--- src/rtl/block_forward_quantisation_pkg.sv ---
// Shared definitions for the block forward quantiser.
//  - Coefficient-buffer word codes written to the decode path.
//  - Quant_Scan_ROM image and regions: scan tables, then weight matrices.
//  - FSM state encoding.
//  - Quantiser-scale mapping helper.
package block_forward_quantisation_pkg;

  // Fixed cycles per scan position: 3 fetch + 17 divide + 1 emit.
  localparam int CYC_PER_POS = 21;
  localparam int DIV_ITER    = CYC_PER_POS - 4;

  localparam logic [13:0] INFO_BLOCK_CODE     = 14'h0010;
  localparam logic [13:0] INFO_BLOCK_CODE_EOB = 14'h0011;

  // Quant_Scan_ROM region numbers (address bits [10:6]).
  localparam logic [4:0] ROM_OFS_ZIGZAG      = 5'd0;
  localparam logic [4:0] ROM_OFS_ALTERNATE   = 5'd1;
  localparam logic [4:0] ROM_OFS_INTRA_DEF   = 5'd2;
  localparam logic [4:0] ROM_OFS_NINTRA_DEF  = 5'd3;
  localparam logic [4:0] ROM_OFS_INTRA_LD    = 5'd4;
  localparam logic [4:0] ROM_OFS_NINTRA_LD   = 5'd5;

  typedef enum logic [2:0] {
    ST_IDLE   = 3'd0,
    ST_FETCH1 = 3'd1,
    ST_FETCH2 = 3'd2,
    ST_FETCH3 = 3'd3,
    ST_DIVIDE = 3'd4,
    ST_EMIT   = 3'd5,
    ST_EOB    = 3'd6
  } state_e;

  // Scan position -> raster address.
  localparam int SCAN_ZZ [64] = '{
     0,  1,  8, 16,  9,  2,  3, 10, 17, 24, 32, 25, 18, 11,  4,  5,
    12, 19, 26, 33, 40, 48, 41, 34, 27, 20, 13,  6,  7, 14, 21, 28,
    35, 42, 49, 56, 57, 50, 43, 36, 29, 22, 15, 23, 30, 37, 44, 51,
    58, 59, 52, 45, 38, 31, 39, 46, 53, 60, 61, 54, 47, 55, 62, 63};

  localparam int SCAN_ALT [64] = '{
     0,  8, 16, 24,  1,  9,  2, 10, 17, 25, 32, 40, 48, 56, 57, 49,
    41, 33, 26, 18,  3, 11,  4, 12, 19, 27, 34, 42, 50, 58, 35, 43,
    51, 59, 20, 28,  5, 13,  6, 14, 21, 29, 36, 44, 52, 60, 37, 45,
    53, 61, 22, 30,  7, 15, 23, 31, 38, 46, 54, 62, 39, 47, 55, 63};

  // Default intra weighting matrix, raster order.
  localparam int W_INTRA [64] = '{
     8, 16, 19, 22, 26, 27, 29, 34,
    16, 16, 22, 24, 27, 29, 34, 37,
    19, 22, 26, 27, 29, 34, 34, 38,
    22, 22, 26, 27, 29, 34, 37, 40,
    22, 26, 27, 29, 32, 35, 40, 48,
    26, 27, 29, 32, 35, 40, 48, 58,
    26, 27, 29, 34, 38, 46, 56, 69,
    27, 29, 35, 38, 46, 56, 69, 83};

  // ROM image. The loaded-matrix regions carry the default matrices in
  // this image; a sequence-level matrix load rewrites them elsewhere.
  function automatic logic [7:0] quant_scan_rom(input logic [10:0] addr);
    logic [7:0] d;
    d = '0;
    case (addr[10:6])
      ROM_OFS_ZIGZAG:                        d = 8'(SCAN_ZZ[addr[5:0]]);
      ROM_OFS_ALTERNATE:                     d = 8'(SCAN_ALT[addr[5:0]]);
      ROM_OFS_INTRA_DEF, ROM_OFS_INTRA_LD:   d = 8'(W_INTRA[addr[5:0]]);
      ROM_OFS_NINTRA_DEF, ROM_OFS_NINTRA_LD: d = 8'd16;
      default:                               d = '0;
    endcase
    return d;
  endfunction

  // quantiser_scale from quantiser_scale_code; result 0..112.
  function automatic logic [6:0] quant_scale(input logic nonlin, input logic [4:0] code);
    logic [7:0] c;
    c = {3'b000, code};
    if (!nonlin)           return 7'(c << 1);
    else if (code <= 5'd8)  return 7'(c);
    else if (code <= 5'd16) return 7'((c << 1) - 8'd8);
    else if (code <= 5'd24) return 7'((c << 2) - 8'd40);
    else                    return 7'((c << 3) - 8'd136);
  endfunction

endpackage

--- src/rtl/block_forward_quantisation_serial_divider_u17.sv ---
// serial_divider_u17: restoring unsigned divider, 17-bit dividend by
// 16-bit divisor, 17-bit quotient, one quotient bit per cycle.
//  clk_i, rst_ni     clock, asynchronous active-low reset
//  start_i           load operands (first iteration is done on the load edge)
//  dividend_i[16:0]  dividend
//  divisor_i[15:0]   divisor (0 yields an all-ones quotient)
//  done_o            high from the cycle after the last iteration until next start
//  quotient_o[16:0]  quotient, valid while done_o is high
module serial_divider_u17
  import block_forward_quantisation_pkg::*;
(
  input  logic        clk_i,
  input  logic        rst_ni,
  input  logic        start_i,
  input  logic [16:0] dividend_i,
  input  logic [15:0] divisor_i,
  output logic        done_o,
  output logic [16:0] quotient_o
);

  logic [15:0] rem_q;
  logic [16:0] quot_q;
  logic [15:0] dvs_q;
  logic [4:0]  cnt_q;
  logic        busy_q;
  logic        done_q;

  // One restoring step. The dividend is shifted out of the top of the
  // quotient register while quotient bits enter at the bottom. The
  // remainder always stays below the divisor, so 16 bits hold it.
  function automatic logic [32:0] div_step(input logic [15:0] rem,
                                           input logic [16:0] q,
                                           input logic [15:0] d);
    logic [16:0] t;
    logic [16:0] r;
    logic        ge;
    t  = {rem, q[16]};
    ge = (t >= {1'b0, d});
    r  = ge ? (t - {1'b0, d}) : t;
    return {r[15:0], q[15:0], ge};
  endfunction

  logic [32:0] step_first_d;
  logic [32:0] step_next_d;

  assign step_first_d = div_step(16'd0, dividend_i, divisor_i);
  assign step_next_d  = div_step(rem_q, quot_q, dvs_q);

  always_ff @(posedge clk_i or negedge rst_ni) begin
    if (!rst_ni) begin
      rem_q  <= '0;
      quot_q <= '0;
      dvs_q  <= '0;
      cnt_q  <= '0;
      busy_q <= 1'b0;
      done_q <= 1'b0;
    end else if (start_i) begin
      {rem_q, quot_q} <= step_first_d;
      dvs_q  <= divisor_i;
      cnt_q  <= 5'd1;
      busy_q <= 1'b1;
      done_q <= 1'b0;
    end else if (busy_q) begin
      {rem_q, quot_q} <= step_next_d;
      cnt_q <= cnt_q + 5'd1;
      if (cnt_q == 5'(DIV_ITER - 1)) begin
        busy_q <= 1'b0;
        done_q <= 1'b1;
      end
    end
  end

  assign done_o     = done_q;
  assign quotient_o = quot_q;

endmodule

--- src/rtl/block_forward_quantisation.sv ---
// block_forward_quantisation: reads one 8x8 block of DCT coefficients,
// quantises them in scan order and writes run/level words plus EOB as
// {code[31:18], run[17:12], level[11:0]}.
//  clock, resetn              clock, asynchronous active-low reset
//  Start_Quantisation_I       start pulse, accepted only when idle
//  Done_Quantisation_O        high while idle
//  Macroblock_Intra_I         intra block
//  Intra_DC_Precision_I[1:0]  intra DC precision
//  Quant_Scale_Type_I         0 linear, 1 non-linear quantiser scale
//  Quant_Scale_Code_I[4:0]    quantiser_scale_code
//  Alternate_Scan_I           0 zigzag, 1 alternate scan
//  Load_Seq_Intra_Quant_I     select loaded intra matrix
//  Load_Seq_NIntra_Quant_I    select loaded non-intra matrix
//  Block_Read_Address_O[5:0]  raster address into block RAM (1-cycle read)
//  Block_Read_Data_I[11:0]    signed coefficient
//  Coeff_Write_En_O           write strobe
//  Coeff_Buffer_Data_O[31:0]  output word
// Every scan position takes exactly 21 cycles: FETCH1..3, 17 DIVIDE, EMIT.
// Configuration inputs are captured on Start and held for the block.
module block_forward_quantisation
  import block_forward_quantisation_pkg::*;
(
  input  logic        clock,
  input  logic        resetn,
  input  logic        Start_Quantisation_I,
  output logic        Done_Quantisation_O,
  input  logic        Macroblock_Intra_I,
  input  logic [1:0]  Intra_DC_Precision_I,
  input  logic        Quant_Scale_Type_I,
  input  logic [4:0]  Quant_Scale_Code_I,
  input  logic        Alternate_Scan_I,
  input  logic        Load_Seq_Intra_Quant_I,
  input  logic        Load_Seq_NIntra_Quant_I,
  output logic [5:0]  Block_Read_Address_O,
  input  logic [11:0] Block_Read_Data_I,
  output logic        Coeff_Write_En_O,
  output logic [31:0] Coeff_Buffer_Data_O
);

  state_e      state_q;
  logic [5:0]  pos_q;
  logic [5:0]  run_q;
  logic        coded_q;
  logic        intra_q;
  logic [1:0]  idp_q;
  logic [6:0]  qs_q;
  logic        alt_q;
  logic        ld_intra_q;
  logic        ld_nintra_q;
  logic [7:0]  rom_q;
  logic [5:0]  raddr_q;
  logic        f_neg_q;
  logic        f_zero_q;
  logic        done_q;
  logic        we_q;
  logic [31:0] data_q;

  logic [10:0]        rom_addr_d;
  logic [4:0]         wofs_d;
  logic signed [11:0] f_d;
  logic [11:0]        f_abs_d;
  logic [14:0]        p_d;
  logic [16:0]        dividend_d;
  logic [15:0]        divisor_d;
  logic               div_start_d;
  logic               div_done;
  logic [16:0]        div_quot;
  logic [11:0]        level_d;
  logic               force_empty_d;
  logic               emit_word_d;
  logic [5:0]         run_field_d;

  // Saturate |QF| to 2047 and restore the sign of F as 12-bit two's complement.
  function automatic logic [11:0] sat_level(input logic [16:0] q,
                                            input logic        neg,
                                            input logic        zero);
    logic [11:0] m;
    m = (q > 17'd2047) ? 12'd2047 : q[11:0];
    if (zero) return 12'd0;
    return neg ? (~m + 12'd1) : m;
  endfunction

  // Weight matrix region: intra 4/2, non-intra 5/3 (loaded/default).
  always_comb begin
    wofs_d = ROM_OFS_NINTRA_DEF;
    if (intra_q) wofs_d = ld_intra_q  ? ROM_OFS_INTRA_LD  : ROM_OFS_INTRA_DEF;
    else         wofs_d = ld_nintra_q ? ROM_OFS_NINTRA_LD : ROM_OFS_NINTRA_DEF;
  end

  // FETCH1 looks up the raster address; FETCH2 uses it for the weight.
  always_comb begin
    rom_addr_d = '0;
    case (state_q)
      ST_FETCH1: rom_addr_d = {4'h0, alt_q, pos_q};
      ST_FETCH2: rom_addr_d = {wofs_d, rom_q[5:0]};
      default:   rom_addr_d = '0;
    endcase
  end

  always_ff @(posedge clock or negedge resetn) begin
    if (!resetn) rom_q <= '0;
    else         rom_q <= quant_scan_rom(rom_addr_d);
  end

  // The raster address is only known from the scan ROM output during
  // FETCH2, so it is presented directly then and held afterwards.
  assign Block_Read_Address_O = (state_q == ST_FETCH2) ? rom_q[5:0] : raddr_q;

  // Operands, valid in FETCH3 when F (block RAM) and W (rom_q) arrive.
  always_comb begin
    f_d     = signed'(Block_Read_Data_I);
    f_abs_d = f_d[11] ? 12'(-f_d) : 12'(f_d);
    if (intra_q && (pos_q == 6'd0)) p_d = 15'(8'd128 >> idp_q);
    else                            p_d = {7'd0, rom_q} * {8'd0, qs_q};
    // Intra rounds to nearest by adding P before dividing by 2P.
    dividend_d  = {f_abs_d, 5'd0} + (intra_q ? {2'd0, p_d} : 17'd0);
    divisor_d   = {p_d, 1'b0};
    div_start_d = (state_q == ST_FETCH3);
  end

  serial_divider_u17 u_div (
    .clk_i      (clock),
    .rst_ni     (resetn),
    .start_i    (div_start_d),
    .dividend_i (dividend_d),
    .divisor_i  (divisor_d),
    .done_o     (div_done),
    .quotient_o (div_quot)
  );

  // Emission decision. Intra DC is always coded; a block that reaches
  // position 63 without any word gets a forced {code, 0, 0} word so the
  // decoder always sees at least one coefficient before EOB.
  always_comb begin
    level_d       = sat_level(div_quot, f_neg_q, f_zero_q);
    force_empty_d = (pos_q == 6'd63) && !coded_q;
    emit_word_d   = (intra_q && (pos_q == 6'd0)) || (level_d != 12'd0) || force_empty_d;
    run_field_d   = (force_empty_d && (level_d == 12'd0)) ? 6'd0 : run_q;
  end

  always_ff @(posedge clock or negedge resetn) begin
    if (!resetn) begin
      state_q     <= ST_IDLE;
      pos_q       <= '0;
      run_q       <= '0;
      coded_q     <= 1'b0;
      intra_q     <= 1'b0;
      idp_q       <= '0;
      qs_q        <= '0;
      alt_q       <= 1'b0;
      ld_intra_q  <= 1'b0;
      ld_nintra_q <= 1'b0;
      raddr_q     <= '0;
      f_neg_q     <= 1'b0;
      f_zero_q    <= 1'b0;
      done_q      <= 1'b1;
      we_q        <= 1'b0;
      data_q      <= '0;
    end else begin
      case (state_q)
        ST_IDLE: begin
          if (Start_Quantisation_I) begin
            state_q     <= ST_FETCH1;
            done_q      <= 1'b0;
            pos_q       <= '0;
            run_q       <= '0;
            coded_q     <= 1'b0;
            intra_q     <= Macroblock_Intra_I;
            idp_q       <= Intra_DC_Precision_I;
            qs_q        <= quant_scale(Quant_Scale_Type_I, Quant_Scale_Code_I);
            alt_q       <= Alternate_Scan_I;
            ld_intra_q  <= Load_Seq_Intra_Quant_I;
            ld_nintra_q <= Load_Seq_NIntra_Quant_I;
          end
        end
        ST_FETCH1: state_q <= ST_FETCH2;
        ST_FETCH2: begin
          raddr_q <= rom_q[5:0];
          state_q <= ST_FETCH3;
        end
        ST_FETCH3: begin
          f_neg_q  <= f_d[11];
          f_zero_q <= (f_d == 12'sd0);
          state_q  <= ST_DIVIDE;
        end
        ST_DIVIDE: begin
          if (div_done) begin
            state_q <= ST_EMIT;
            if (emit_word_d) begin
              we_q    <= 1'b1;
              data_q  <= {INFO_BLOCK_CODE, run_field_d, level_d};
              run_q   <= '0;
              coded_q <= 1'b1;
            end else begin
              run_q <= run_q + 6'd1;
            end
          end
        end
        ST_EMIT: begin
          if (pos_q == 6'd63) begin
            state_q <= ST_EOB;
            we_q    <= 1'b1;
            data_q  <= {INFO_BLOCK_CODE_EOB, 6'd0, 12'd0};
          end else begin
            state_q <= ST_FETCH1;
            pos_q   <= pos_q + 6'd1;
            we_q    <= 1'b0;
          end
        end
        ST_EOB: begin
          state_q <= ST_IDLE;
          we_q    <= 1'b0;
          done_q  <= 1'b1;
        end
        default: state_q <= ST_IDLE;
      endcase
    end
  end

  assign Done_Quantisation_O = done_q;
  assign Coeff_Write_En_O    = we_q;
  assign Coeff_Buffer_Data_O = data_q;

endmodule

--- config.mk ---
export PLATFORM = sky130hd
export DESIGN_NAME = block_forward_quantisation
export DESIGN_NICKNAME = d
export VERILOG_FILES = /design/src/rtl/block_forward_quantisation_pkg.sv /design/src/rtl/block_forward_quantisation_serial_divider_u17.sv /design/src/rtl/block_forward_quantisation.sv
export SDC_FILE = /design/constraint.sdc
export NUM_CORES = 1
export LEC_CHECK = 0
export CAP_MARGIN = 10
export CORE_MARGIN = 3
export CORE_UTILIZATION = 40
export DETAILED_ROUTE_END_ITERATION = 10
export DONT_BUFFER_PORTS = 1
export PLACE_DENSITY = 0.56
export SLEW_MARGIN = 20
export SYNTH_ARGS = -nofsm -noshare
export SYNTH_HDL_FRONTEND = slang
export SYNTH_SLANG_ARGS = --single-unit
--- constraint.sdc ---
create_clock -name clock -period 13.4 [get_ports clock]
set_input_delay 3.35 -clock clock [delete_from_list [all_inputs] [get_ports clock]]
set_output_delay 3.35 -clock clock [all_outputs]
set_load 0.005 [all_outputs]
==> impl_metrics.csv, run 1 <==
group,metric,value,unit
worst_hold_path,hp-start,"u_div.dvs_q[5]$_DFFE_PN0P_",
power,pwr-share-comb,22.2,%
place,place_area,11220,µm²
power,vdd_drop_max,0.08155,mV
routing,drt-initial-drc-count,671,
logic_synthesis,synth_seq_area_share,26.98,%
floorplanning,start_util,40.86,%
sta,worstMarginPinSlew,1.098,ns
sta,fin_crit_sh,46.88,%
place,dpl_worst_slack,7.158,ns
finish,regArea,2980,µm²
logic_synthesis,async_flop_share,100.0,%
logic_synthesis,synthTopCellsByCount,"nand2_1, dfrtp_1, nor2_1, o21ai_0, ha_1",
logic_synthesis,synth_edf_count,0,
logic_synthesis,synth_top_area_cell,"dfrtp_1",
power,p_per_area,93.36,nW/µm²
power,p_clk_share,41.5,%
finish,finalNonFillerCells,1648,
sta,final_hold_viol_count,0,
global_route,grt_antenna_before_repair,0,
setup_path,startpoint_type,"flop",
clock_tree,numCtsBuffers,17,
clock_tree,clkTransAtPathRegs,0.06,ns
routing,dr.pass1.iters,7,
clock_tree,cts_sinks,119,
clock_tree,root_buffer,"clkbuf_16",
floorplanning,die_h,172.1,µm
logic_synthesis,synth_seq_cells,119,
setup_path,criticalPathCategory,"reg -> reg",
logic_synthesis,syn_inst,1340,
place,io_buffers,0,
finish,multiInputGateArea,7476,µm²
logic_synthesis,yosys_warnings,0,
routing,wl_per_cell,17.96,µm
floorplanning,die_w,172.1,µm
setup_path,rr_startpoint,"rom_q[0]$_DFF_PN0_",
logic_synthesis,synth_most_common_cell,"nand2_1",
sta,maxSlewViolCount,0,
sta,rsz0062_at_grt,"false",
finish,drive_gt1_share,6.355,%
power,net-switching-power,342.4,µW
sta,setup_slack,7.118,ns
finish,final_area,11800,µm²
setup_path,crit_fanout,10,
power,seqPwrFrac,36.3,%
finish,syn_to_final_growth,6.890,%
floorplanning,rows,60,
global_route,grt.total_usage,20.51,%
outcome,outcome,"completed",
global_route,grt_pass1_wl,49.41,mm
worst_hold_path,worstHoldPathType,"reg -> reg",
clock_tree,post_cts_resize_count,0,
routing,via_per_inst,5.859,
setup_path,worst_ep_required_time,13.69,ns
routing,remaining_drc_errors,0,
floorplanning,core,27030,µm²
logic_synthesis,synthDistinctLibCells,88,
routing,routed-via-count,9656,
finish,nets,1437,
routing,routed_wl,29.60,mm
clock_tree,h-tree-depth,4,
sta,finalClockSkew,0.02098,ns
sta,fin_setup_tns,0,ns
sta,setup_viol,0,
place,place_inst,1615,
place,dp_hpwl,21.16,mm
clock_tree,insertion_delay,0.43,ns
global_route,grt_pass1_vias,9346,
floorplanning,die_area,29630,µm²
logic_synthesis,synth.avg_cell_area,8.240,µm²
clock_tree,cts_hold_buf,0,
logic_synthesis,syn_area,11040,µm²
place,gp_congestion,0.8935,
run,max_cap_viol_count,0,
floorplanning,pin_count,67,
logic_synthesis,yosys-top-cells-area,"dfrtp_1, ha_1, nand2_1, fa_1, o21ai_0",
sta,slew_headroom,26.82,%
power,switching_share,31.08,%
logic_synthesis,synthFlopType,"dfrtp_1",
setup_path,crit_path_end_kind,"flop",
clock_tree,cts_buffer_depth,2,
sta,fin_crit,6.282,ns
routing,antenna_left,0,
global_route,grt_max_degree,120,
setup_path,crit_start,"rom_q[0]$_DFF_PN0_",
setup_path,cp_data_arrival_time,6.57,ns
power,p_leak,0.005292,µW
logic_synthesis,synth.top_cell.area_share,26.74,%
finish,fin_util,43.67,%
finish,fillers,2764,
power,internal_power,759.4,µW
global_route,gr-total-overflow,0,
sta,clock.fmax,159.2,MHz
clock_tree,postCtsSetupBuffers,0,
clock_tree,cts_tree,"done",
[power by group through the flow]
stage / clock network, µW / registers, µW / logic [µW]
2_1_floorplan: 0 / 400 / 205
3_3_place_gp: 0 / 406 / 238
3_5_place_dp: 0 / 406 / 244
4_1_cts: 468 / 400 / 244
5_1_grt: 488 / 403 / 277
6_report: 458 / 400 / 245
[final timing paths]
kind | to | slack (ns) | depth (start not counted)
min reg2reg | u_div.dvs_q[5]$_DFFE_PN0P_ | 0.48 | 2
max in group asynchronous | Done_Quantisation_O$_DFFE_PN1P_ | 10.48 | 0
max | u_div.quotient_o[16]$_DFFE_PN0P_ | 7.12 | 23
min in group asynchronous | u_div.rem_q[11]$_DFFE_PN0P_ | 2.61 | 0
min | u_div.dvs_q[5]$_DFFE_PN0P_ | 0.48 | 2
max reg2reg | u_div.quotient_o[16]$_DFFE_PN0P_ | 7.12 | 23
[cells by family after synthesis]
| kind of cell | Yosys count | share of synthesized area [%] |
|---|---|---|
| other | 1 | 0.03396 |
| and+or+nand+nor | 472 | 21.26 |
| buffers and inverters | 155 | 5.892 |
| muxes | 41 | 3.955 |
| DFF | 119 | 26.98 |
| xor gates and xnor gates | 46 | 3.649 |
| adders and majority gates | 117 | 15.03 |
| AOI/OAI and AO/OA | 389 | 23.21 |
[cells in the final DEF (no fill, tap or decap), drive strengths merged, types with 17 or more instances in the layout]
master,netlist,final
fa,26,26
inv,65,74
o21ai,104,104
o22ai,17,17
a21o,20,20
a31oi,22,22
clkbuf,60,17
and2,41,41
xnor2,31,31
a21oi,75,75
nand2,151,151
nand3,39,39
nor3,27,27
a211oi,22,22
mux2i,29,29
ha,91,91
nor2,102,102
dfrtp,118,118
[worst max-delay path, stage by stage, from the launching register on]
cell and delay [ns]:
dfrtp_1 0.57, nand2_1 0.14, fa_1 0.52, fa_1 0.55
inv_1 0.05, fa_1 0.52, inv_1 0.05, fa_1 0.53
inv_1 0.04, ha_1 0.34, o21a_1 0.14, o31a_1 0.12
o21a_1 0.19, or3b_2 0.46, a21o_1 0.21, nor2_1 0.21
ha_1 0.33, a21oi_1 0.22, o21bai_1 0.10, a21oi_1 0.27
o21ai_0 0.13, a31oi_1 0.21, xor2_1 0.19, a21oi_1 0.08
[layout make-up]
cell class	instances	share of cell area (%)
Multi-Input combinational cell	1077	63.34
Sequential cell	119	25.25
Tap cell	341	3.615
Clock buffer	17	3.604
Inverter	67	2.131
Clock inverter	15	1.336
Timing Repair Buffer	11	0.6997
Antenna cell	1	0.02120
[registers in the layout, summed over array words and instances, names as in the netlist]
register	cells
Coeff_Buffer_Data_O	20
Coeff_Write_En_O	1
Done_Quantisation_O	1
alt_q	1
coded_q	1
f_neg_q	1
f_zero_q	1
idp_q	2
intra_q	1
pos_q	6
qs_q	7
raddr_q	6
rom_q	7
run_q	6
state_q	3
u_div.busy_q	1
u_div.cnt_q	5
u_div.done_o	1
u_div.dvs_q	15
u_div.quotient_o	17
u_div.rem_q	16
[routing by layer]
| metal | track usage (%) | share of wire [%] | wire length [µm] | vias to the layer above |
|---|---|---|---|---|
| li1 | - | - | - | 4749 |
| met1 | 29.14 | 49 | 14370 | 4693 |
| met2 | 32.89 | 47 | 13770 | 191 |
| met3 | 3.315 | 3.6 | 1076 | 23 |
| met4 | 4.859 | 1.3 | 380 | 0 |
| met5 | 0 | 0 | 0 | - |
[metrics by stage]
stage	power [µW]	hold slack (ns)
after detailed placement	649.2	0.4719
after global placement	644.2	0.4648
after CTS	1111	0.4866
after global routing	1168	0.4977
after floorplan	605.2	0.4461
final	1102	0.4815
Note: power is estimated with default switching activity, not from simulation.
==> run 2, diff against run 1 <==
- clock period: 13.4 -> 6.4 ns (I/O delays scaled with it)
==> run 2 against run 1 <==
Clock skew fell by 0.010 ns. Critical path depth rose by 1. Maximum frequency rose by 4.6%. Worst hold slack got worse by 0.00070 ns. Register-to-register slack got worse by 6.7 ns. Worst setup slack got worse by 6.7 ns. Via count rose by 0.90%. Core utilization rose by 0.55 points. Sequential share of layout area fell by 0.29 points. Cell area rose by 1.3%. Critical endpoint unchanged.
==> impl_metrics.csv, run 2 (same netlist as run 1, synthesis figures left out) <==
group,metric,value,unit
floorplanning,die_w,172.1,µm
sta,fin_setup_tns,0,ns
clock_tree,cts_buffer_depth,2,
finish,largest_reg_flops,20,
setup_path,worst_ep_required_time,6.68,ns
setup_path,crit_path_end_kind,"flop",
finish,final_common_cell,"nand2_1",
place,place_inst,1627,
global_route,grt_max_degree,120,
routing,dr.pass1.iters,5,
setup_path,r2r_end,"u_div.quotient_o[16]$_DFFE_PN0P_",
place,io_buffers,0,
setup_path,rr_startpoint,"qs_q[3]$_DFFE_PN0P_",
finish,final_area,11950,µm²
global_route,grt_pass1_vias,9333,
floorplanning,rows,60,
setup_path,criticalPathCategory,"reg -> reg",
sta,clock.fmax,166.5,MHz
place,gp_congestion,0.8934,
clock_tree,h-tree-depth,4,
worst_hold_path,hold_end,"u_div.dvs_q[8]$_DFFE_PN0P_",
sta,setup_viol,0,
sta,maxSlewViolCount,0,
sta,worstMarginPinSlew,1.052,ns
setup_path,r2r_setup_slack,0.39,ns
setup_path,reg2reg_depth,24,
sta,final_hold_viol_count,0,
clock_tree,postCtsSetupBuffers,0,
floorplanning,start_util,40.86,%
finish,diodes,0,
routing,drt-initial-drc-count,690,
routing,via_per_inst,5.873,
global_route,grt_pass1_wl,49.01,mm
finish,finalNonFillerCells,1659,
sta,finalClockSkew,0.01090,ns
setup_path,cp_data_arrival_time,6.28,ns
setup_path,startpoint_type,"flop",
clock_tree,insertion_delay,0.42,ns
finish,fillers,2687,
sta,fin_crit_sh,93.86,%
routing,remaining_drc_errors,0,
clock_tree,cts_tree,"done",
global_route,gr-total-overflow,0,
clock_tree,root_buffer,"clkbuf_16",
finish,drive_gt1_share,7.360,%
power,p_per_area,200.0,nW/µm²
floorplanning,die_h,172.1,µm
sta,fin_crit,6.007,ns
floorplanning,core,27030,µm²
sta,slew_headroom,29.86,%
routing,routed-via-count,9743,
outcome,outcome,"completed",
worst_hold_path,worstHoldPathType,"reg -> reg",
run,max_cap_viol_count,0,
global_route,grt.total_usage,20.40,%
floorplanning,die_area,29630,µm²
power,p_leak,0.005386,µW
routing,antenna_left,0,
worst_hold_path,hp-start,"u_div.dvs_q[8]$_DFFE_PN0P_",
worst_hold_path,holdPathStages,2,
finish,nets,1449,
floorplanning,pin_count,67,
global_route,grt_antenna_before_repair,0,
power,vdd_drop_max,0.1759,mV
finish,fin_util,44.22,%
clock_tree,numCtsBuffers,17,
sta,rsz0062_at_grt,"false",
finish,mostFrequentLayoutCells,"nand2_1, dfrtp_1, o21ai_0",
place,dp_hpwl,21.69,mm
place,place_area,11310,µm²
clock_tree,cts_sinks,119,
setup_path,crit_fanout,5,
routing,routed_wl,29.90,mm
sta,hold-worst-slack,0.4808,ns
clock_tree,clkTransAtPathRegs,0.06,ns
finish,syn_to_final_growth,8.227,%
routing,wl_per_cell,18.03,µm
==> run 2: critical path: stages (launching register included) <==
cell,delay [ns]
dfrtp_1,0.37
and2_1,0.17
fa_1,0.54
inv_1,0.05
fa_1,0.47
inv_1,0.06
fa_1,0.52
inv_1,0.05
fa_1,0.52
inv_1,0.04
ha_1,0.34
o21a_1,0.14
o31a_1,0.12
o21a_1,0.19
or3b_2,0.46
a21o_1,0.20
nor2_1,0.19
ha_1,0.33
a21oi_1,0.24
o21bai_1,0.11
a21oi_2,0.20
o21ai_0,0.10
a31oi_1,0.20
xor2_1,0.19
a21oi_1,0.08
==> run 2: cell type report <==
type	count	area (µm²)	area share, %
Clock buffer	19	442.9	3.706
Clock inverter	13	193.9	1.623
Inverter	67	251.5	2.104
Multi-Input combinational cell	1077	7480	62.59
Sequential cell	119	2983	24.96
Tap cell	341	426.7	3.570
Timing Repair Buffer	23	172.7	1.445
==> run 2: routing by layer <==
metal | share of wire (%) | wire (µm) | track usage, %
met5 | 0 | 0 | 0
met4 | 1.9 | 583 | 5.831
met3 | 5.0 | 1483 | 3.224
met2 | 47 | 14020 | 32.84
met1 | 46 | 13820 | 28.49
==> run 2: per-stage QoR <==
stage | setup slack (ns) | power [µW]
4_1_cts | 0.2844 | 2411
5_1_grt | 0.04437 | 2525
2_1_floorplan | 0.6986 | 1267
3_5_place_dp | 0.3272 | 1354
3_3_place_gp | 0.3686 | 1349
6_report | 0.3930 | 2390
==> run 2: worst max path at each step <==
stage                             start                                to  slack (ns)  cells after the start
floorplan            rom_q[0]$_DFF_PN0_  u_div.quotient_o[16]$_DFFE_PN0P_        0.70                     24
global placement     rom_q[2]$_DFF_PN0_  u_div.quotient_o[16]$_DFFE_PN0P_        0.37                     23
detailed placement  qs_q[5]$_DFFE_PN0P_  u_div.quotient_o[16]$_DFFE_PN0P_        0.33                     23
CTS                 qs_q[5]$_DFFE_PN0P_  u_div.quotient_o[16]$_DFFE_PN0P_        0.28                     23
global route        qs_q[3]$_DFFE_PN0P_  u_div.quotient_o[15]$_DFFE_PN0P_        0.04                     24
finish              qs_q[3]$_DFFE_PN0P_  u_div.quotient_o[16]$_DFFE_PN0P_        0.39                     24
==> run 2: power breakdown <==
group / total (µW) / internal, µW / switching (µW)
Sequential: 838 / 798 / 39.8
Clock: 1040 / 667 / 378
Combinational: 508 / 242 / 266
==> run 2: repair_timing <==
action,4_1_cts,5_1_grt
hold buffers,0,0
endpoints found under the setup margin,0,2
gates resized for setup,0,3
==> RTL edit 1, RTL diff (flow settings as in run 2) <==
Register the input `Load_Seq_Intra_Quant_I` before use, cleared by the reset. The logic sees it one clock later. The other inputs are not delayed to match.
--- a/src/rtl/block_forward_quantisation.sv
+++ b/src/rtl/block_forward_quantisation.sv
@@ -38,4 +38,14 @@
 );
 
+  logic Load_Seq_Intra_Quant_I_q;
+
+  always_ff @(posedge clock or negedge resetn) begin
+    if (!resetn) begin
+      Load_Seq_Intra_Quant_I_q <= '0;
+    end else begin
+      Load_Seq_Intra_Quant_I_q <= Load_Seq_Intra_Quant_I;
+    end
+  end
+
   state_e      state_q;
   logic [5:0]  pos_q;
@@ -170,5 +180,5 @@
             qs_q        <= quant_scale(Quant_Scale_Type_I, Quant_Scale_Code_I);
             alt_q       <= Alternate_Scan_I;
-            ld_intra_q  <= Load_Seq_Intra_Quant_I;
+            ld_intra_q  <= Load_Seq_Intra_Quant_I_q;
             ld_nintra_q <= Load_Seq_NIntra_Quant_I;
           end
Behaviour: no difference found for any inputs over 4 cycles, from zero or initial values and one cycle with resetn low; that may be too few to reach the edited logic, so the function may still have changed.
==> RTL edit 1 against run 2 <==
Cell area down 1.7%; wire length decreased by 2.9%; area after synthesis down 1.4%; largest cell class unchanged; worst setup slack got worse by 0.00080 ns; sequential cell count did not move; core utilization up 0.21 points; worst hold slack barely moved; clock skew grew 0.0057 ns.
Power is not compared: it rests on default switching activity, and its combinational part moved more than twofold at a synthesized area within 25%.
==> RTL edit 1: results (changes against run 2) <==
The fraction of final layout cells with drive strength greater than 1 is 0.07148 (-0.002113). The critical path in this run is classified as flip-flop to flip-flop. The met2 capacity usage during global routing is 0.3114 (-0.01707). The reg2reg setup slack came out at 0.39 ns (about the same).

The overall global routing resource usage came out at 0.2014 (-0.002579). The share of final layout cell area taken by non-clock buffers was 0.01406 (-0.0003838). The routability-driven placement congestion ratio came out at 0.8899 (-0.39%). The number of unique standard cell types used by synthesis came out at 81 (-8.0%).

The clock tree cell share of total cell area is 0.04933 (-0.003959). The synthesized netlist cell count is 1320 (-1.5%). The wire length on met2 is 13170 µm (-6.0%). The total detailed-routing wirelength is 29020 µm (-2.9%). The number of fill cells in the layout came out at 2660 (-1.0%). The data arrival time of the critical path is 6.32 ns (+0.04 ns).

The post-layout worst setup margin came out at 0.3922 ns (-0.0007970 ns). The total of clock buffers placed in the layout came to 18 (-1). The number of global-route vias before repair is 9052 (-3.0%). The highest fanout seen on the critical path is 8 (+3). The number of placed instances with taps included is 1604 (-1.4%). The met3 routed wirelength is 1104 µm (-26%).

The worst-case setup slack after placement is 0.3788 ns (+0.05163 ns). The half-perimeter wire length after placement is 20940 µm (-3.4%). The cell row count came out at 59 (-1.7%). By area the synthesized netlist is led by sky130_fd_sc_hd__dfrtp_1 27%, sky130_fd_sc_hd__ha_1 10%, sky130_fd_sc_hd__nand2_1 5.1%. The multi-input gate share of total cell area came to 0.6228 (-0.003101). The slew at the pin with the worst max-slew slack was 0.9563 ns (-0.09577 ns).

The share of cell area taken by flip-flops and latches was 0.2538 (+0.004202). The synthesis-to-layout area growth came out at 7.849%. The routed length per instance is 17.74 µm (-1.6%). The layout net count came to 1431 (-1.2%). The number of maximum-capacitance violations was 0 (unchanged). The met1 track utilization from global routing came out at 0.2927 (+0.007741).

The count of plain and timing-repair buffers was 22 (-4.3%). The run finished with clean final reports. The commonest cells after synthesis are 148 x sky130_fd_sc_hd__nand2_1, 118 x sky130_fd_sc_hd__dfrtp_1, 101 x sky130_fd_sc_hd__o21ai_0. The terminating pin of the worst hold path is u_div.dvs_q[11]$_DFFE_PN0P_.

The share of synthesized area occupied by flip-flops and latches came to 0.2736 (+0.003814). The number of design-rule violations left by the first detailed-router iteration is 780 (+13%). The startpoint identified for the worst hold timing path is u_div.dvs_q[11]$_DFFE_PN0P_. The sequential cell count is 119 (unchanged). The final hold slack is 0.4807 ns (-0.0001480 ns). The final clock skew came out at 0.01664 ns (+0.005739 ns). The number of input and output port buffers inserted is 0 (unchanged). The wire length of the first global-routing pass came to 48080 µm (-1.9%). The uppermost signal routing layer after detailed routing is met4. The fraction of met3 tracks used by global routing is 0.03420 (+0.001960). The number of vias per cell after detailed routing was 5.792 (-1.4%). The number of combinational gates with multiple inputs came to 1052 (-2.3%). The worst reg-to-reg path cell count came to 24 (unchanged). The worst register-to-register path ends at u_div.quotient_o[16]$_DFFE_PN0P_. The inverter count of the layout excluding clock inverters came to 76 (+13%). The depth of the worst hold-timing path came to 2 (unchanged). The detailed-routing wirelength on met1 is 14210 µm (+2.8%).
-- RTL edit 1: changes by cell type after synthesis, moves of 10 or more --
| cell | run 2 | this run |
|---|---|---|
| sky130_fd_sc_hd__inv_1 | 65 | 75 |
| sky130_fd_sc_hd__nand3_1 | 39 | 29 |
| sky130_fd_sc_hd__a21oi_1 | 75 | 86 |
| sky130_fd_sc_hd__xnor2_1 | 31 | 19 |
-- RTL edit 1: logic make-up after synthesis --
family / after synthesis / synth area share
buffers and inverters: 160 / 0.06137
AO/OA/AOI/OAI: 389 / 0.2332
adder cells (fa/ha/maj): 117 / 0.1521
AND/OR/NAND/NOR: 451 / 0.2047
other: 1 / 0.0003444
multiplexers: 45 / 0.04413
XOR/XNOR: 38 / 0.03057
flip-flops: 119 / 0.2736
-- RTL edit 1: timing repair --
item,in CTS,in global routing
endpoints found under the setup margin,0,3
resized for setup,0,2
hold buffers,0,0
endpoints found under the hold margin,0,0
==> RTL edit 2, RTL diff (config.mk and constraints of run 2) <==
Made on the original files. Put a register stage on the output `Block_Read_Address_O`, with the module's reset. The value now appears one clock later. The other outputs are not delayed to match. Comments in the files are not updated.
--- a/src/rtl/block_forward_quantisation.sv
+++ b/src/rtl/block_forward_quantisation.sv
@@ -105,5 +105,11 @@
   // The raster address is only known from the scan ROM output during
   // FETCH2, so it is presented directly then and held afterwards.
-  assign Block_Read_Address_O = (state_q == ST_FETCH2) ? rom_q[5:0] : raddr_q;
+  always_ff @(posedge clock or negedge resetn) begin
+    if (!resetn) begin
+      Block_Read_Address_O <= '0;
+    end else begin
+      Block_Read_Address_O <= (state_q == ST_FETCH2) ? rom_q[5:0] : raddr_q;
+    end
+  end
 
   // Operands, valid in FETCH3 when F (block RAM) and W (rom_q) arrive.
Check against the original RTL: same outputs for any inputs over 4 cycles, from zero or initial values and one cycle with resetn low; that may be too few to reach the edited logic, so the function may still have changed.
==> RTL edit 2 against run 2 <==
Via count is 1.9% lower; sequential cell count stayed put; worst hold slack better by 0.0018 ns; worst setup slack better by 0.14 ns; critical path type unchanged; cell area is 0.81% lower; critical endpoint unchanged; wire length is 1.5% lower; cell count is 0.24% higher; area after synthesis hardly changed.
Power is not compared: it rests on default switching activity, and its combinational part moved more than twofold at a synthesized area within 25%.
==> RTL edit 2: results (changes against run 2) <==
The highest fanout seen on the critical path came out at 8 (+3). The routability-driven placement congestion ratio was 0.8491 (-5.0%). The slew at the pin with the worst max-slew slack came out at 1.123 ns (+0.07057 ns).

The wire length of the first global-routing pass came out at 48310 µm (-1.4%). The number of vias per cell after detailed routing came to 5.745 (-2.2%). The commonest cells after synthesis are 178 x sky130_fd_sc_hd__nand2_1, 118 x sky130_fd_sc_hd__dfrtp_1, 113 x sky130_fd_sc_hd__o21ai_0. The number of placed instances with taps included came out at 1631 (+0.25%). The compound-gate portion of the synthesized area is 0.2282 (-0.003895).

The worst reg-to-reg path cell count was 22 (-8.3%). The number of fill cells in the layout came out at 2724 (+1.4%). The number of design-rule violations left by the first detailed-router iteration came out at 791 (+15%).

The total detailed-routing wirelength was 29460 µm (-1.5%). The number of vias in the routed layout came out at 9554 (-1.9%). The overall global routing resource usage came out at 0.2015 (-0.002476). In the post-synthesis netlist, the biggest area contributors are sky130_fd_sc_hd__dfrtp_1 27%, sky130_fd_sc_hd__ha_1 10%, sky130_fd_sc_hd__nand2_1 6.0%. The flow ran to the end, and the final reports show no timing, DRC or antenna violations.

The met1 track utilization from global routing is 0.2757 (-0.009262). The half-perimeter wire length after placement was 21450 µm (-1.1%). The final clock skew came out at 0.01163 ns (+0.0007315 ns). The share of synthesized cell area in full adder, half adder and majority cells is 0.1490 (-0.001234). The layout net count came to 1452 (+0.21%).

The share of synthesized area spent on multiplexers came out at 0.03499 (-0.004556). The worst-case setup slack after placement came out at 0.5510 ns (+0.2238 ns). The number of unique standard cell types used by synthesis came out at 86 (-2.3%). The synthesized netlist cell count is 1351 (+0.82%).
[RTL edit 2: changes by cell type in the layout (fill, tap and decap cells not counted), sizes merged, moves of 5 or more]
cell	delta
nor4b	+5
buf	-6
nor3	+17
o21ai	+12
xnor2	-5
o22ai	-9
mux2	-8
a31oi	-8
nor2	-14
nand2	+28
nand3	-15
[RTL edit 2: layout make-up]
class | count | area, µm² | area share
clock buffers | 20 | 456.7 | 0.03853
well taps | 341 | 426.7 | 0.03599
repair buffers | 17 | 127.6 | 0.01077
inverters | 68 | 255.2 | 0.02153
clock inverters | 12 | 142.6 | 0.01203
flip-flops and latches | 119 | 2980 | 0.2514
multi-input cells | 1086 | 7465 | 0.6297
[RTL edit 2: worst paths after layout]
check	start	end	slack, ns
setup / recovery	qs_q[3]$_DFFE_PN0P_	u_div.quotient_o[16]$_DFFE_PN0P_	0.53
hold / removal	u_div.dvs_q[14]$_DFFE_PN0P_	u_div.dvs_q[14]$_DFFE_PN0P_	0.48
setup reg to reg	qs_q[3]$_DFFE_PN0P_	u_div.quotient_o[16]$_DFFE_PN0P_	0.53
hold reg to reg	u_div.dvs_q[14]$_DFFE_PN0P_	u_div.dvs_q[14]$_DFFE_PN0P_	0.48
max in group asynchronous	resetn	Done_Quantisation_O$_DFFE_PN1P_	5.25
min in group asynchronous	resetn	u_div.rem_q[7]$_DFFE_PN0P_	0.87
[RTL edit 2: cell families (layout without fill, tap and decap cells)]
kind of cell	Yosys count	after routing
XOR/XNOR	43	43
multiplexers	37	37
adder cells (fa/ha/maj)	116	116
AND/OR/NAND/NOR	495	495
buffers and inverters	157	117
other	1	12
flip-flops	119	119
AO/OA/AOI/OAI	383	383
[RTL edit 2: tightest hold or removal path, cell delays in order, from the launching register on]
cell and delay [ns]:
sky130_fd_sc_hd__dfrtp_1 0.34, sky130_fd_sc_hd__nand2_1 0.05, sky130_fd_sc_hd__o21ai_0 0.06
[RTL edit 2: per-stage QoR]
step	util	instance area, µm²	hold slack (ns)
2_1_floorplan	-	11090	0.4485
3_3_place_gp	0.4164	11250	0.4648
3_5_place_dp	0.4164	11250	0.4712
4_1_cts	0.4386	11850	0.4850
5_1_grt	0.4386	11850	0.5203
6_report	0.4386	11850	0.4826
[RTL edit 2: layer usage]
layer / up-vias / routed length, µm / share of wire
met5: - / 0 / 0
met4: 0 / 431 / 0.015
met3: 30 / 1229 / 0.042
met2: 220 / 14050 / 0.48
met1: 4533 / 13740 / 0.47
li1: 4771 / - / -
[RTL edit 2: power groups by stage]
stage	logic [W]	clock network [W]	registers [W]
final	0.00285	0.000982	0.00141
after detailed placement	0.00283	0	0.00142
after global routing	0.00323	0.00104	0.00147
after CTS	0.00285	0.00100	0.00141
after global placement	0.00281	0	0.00142
after floorplan	0.00233	0	0.00124
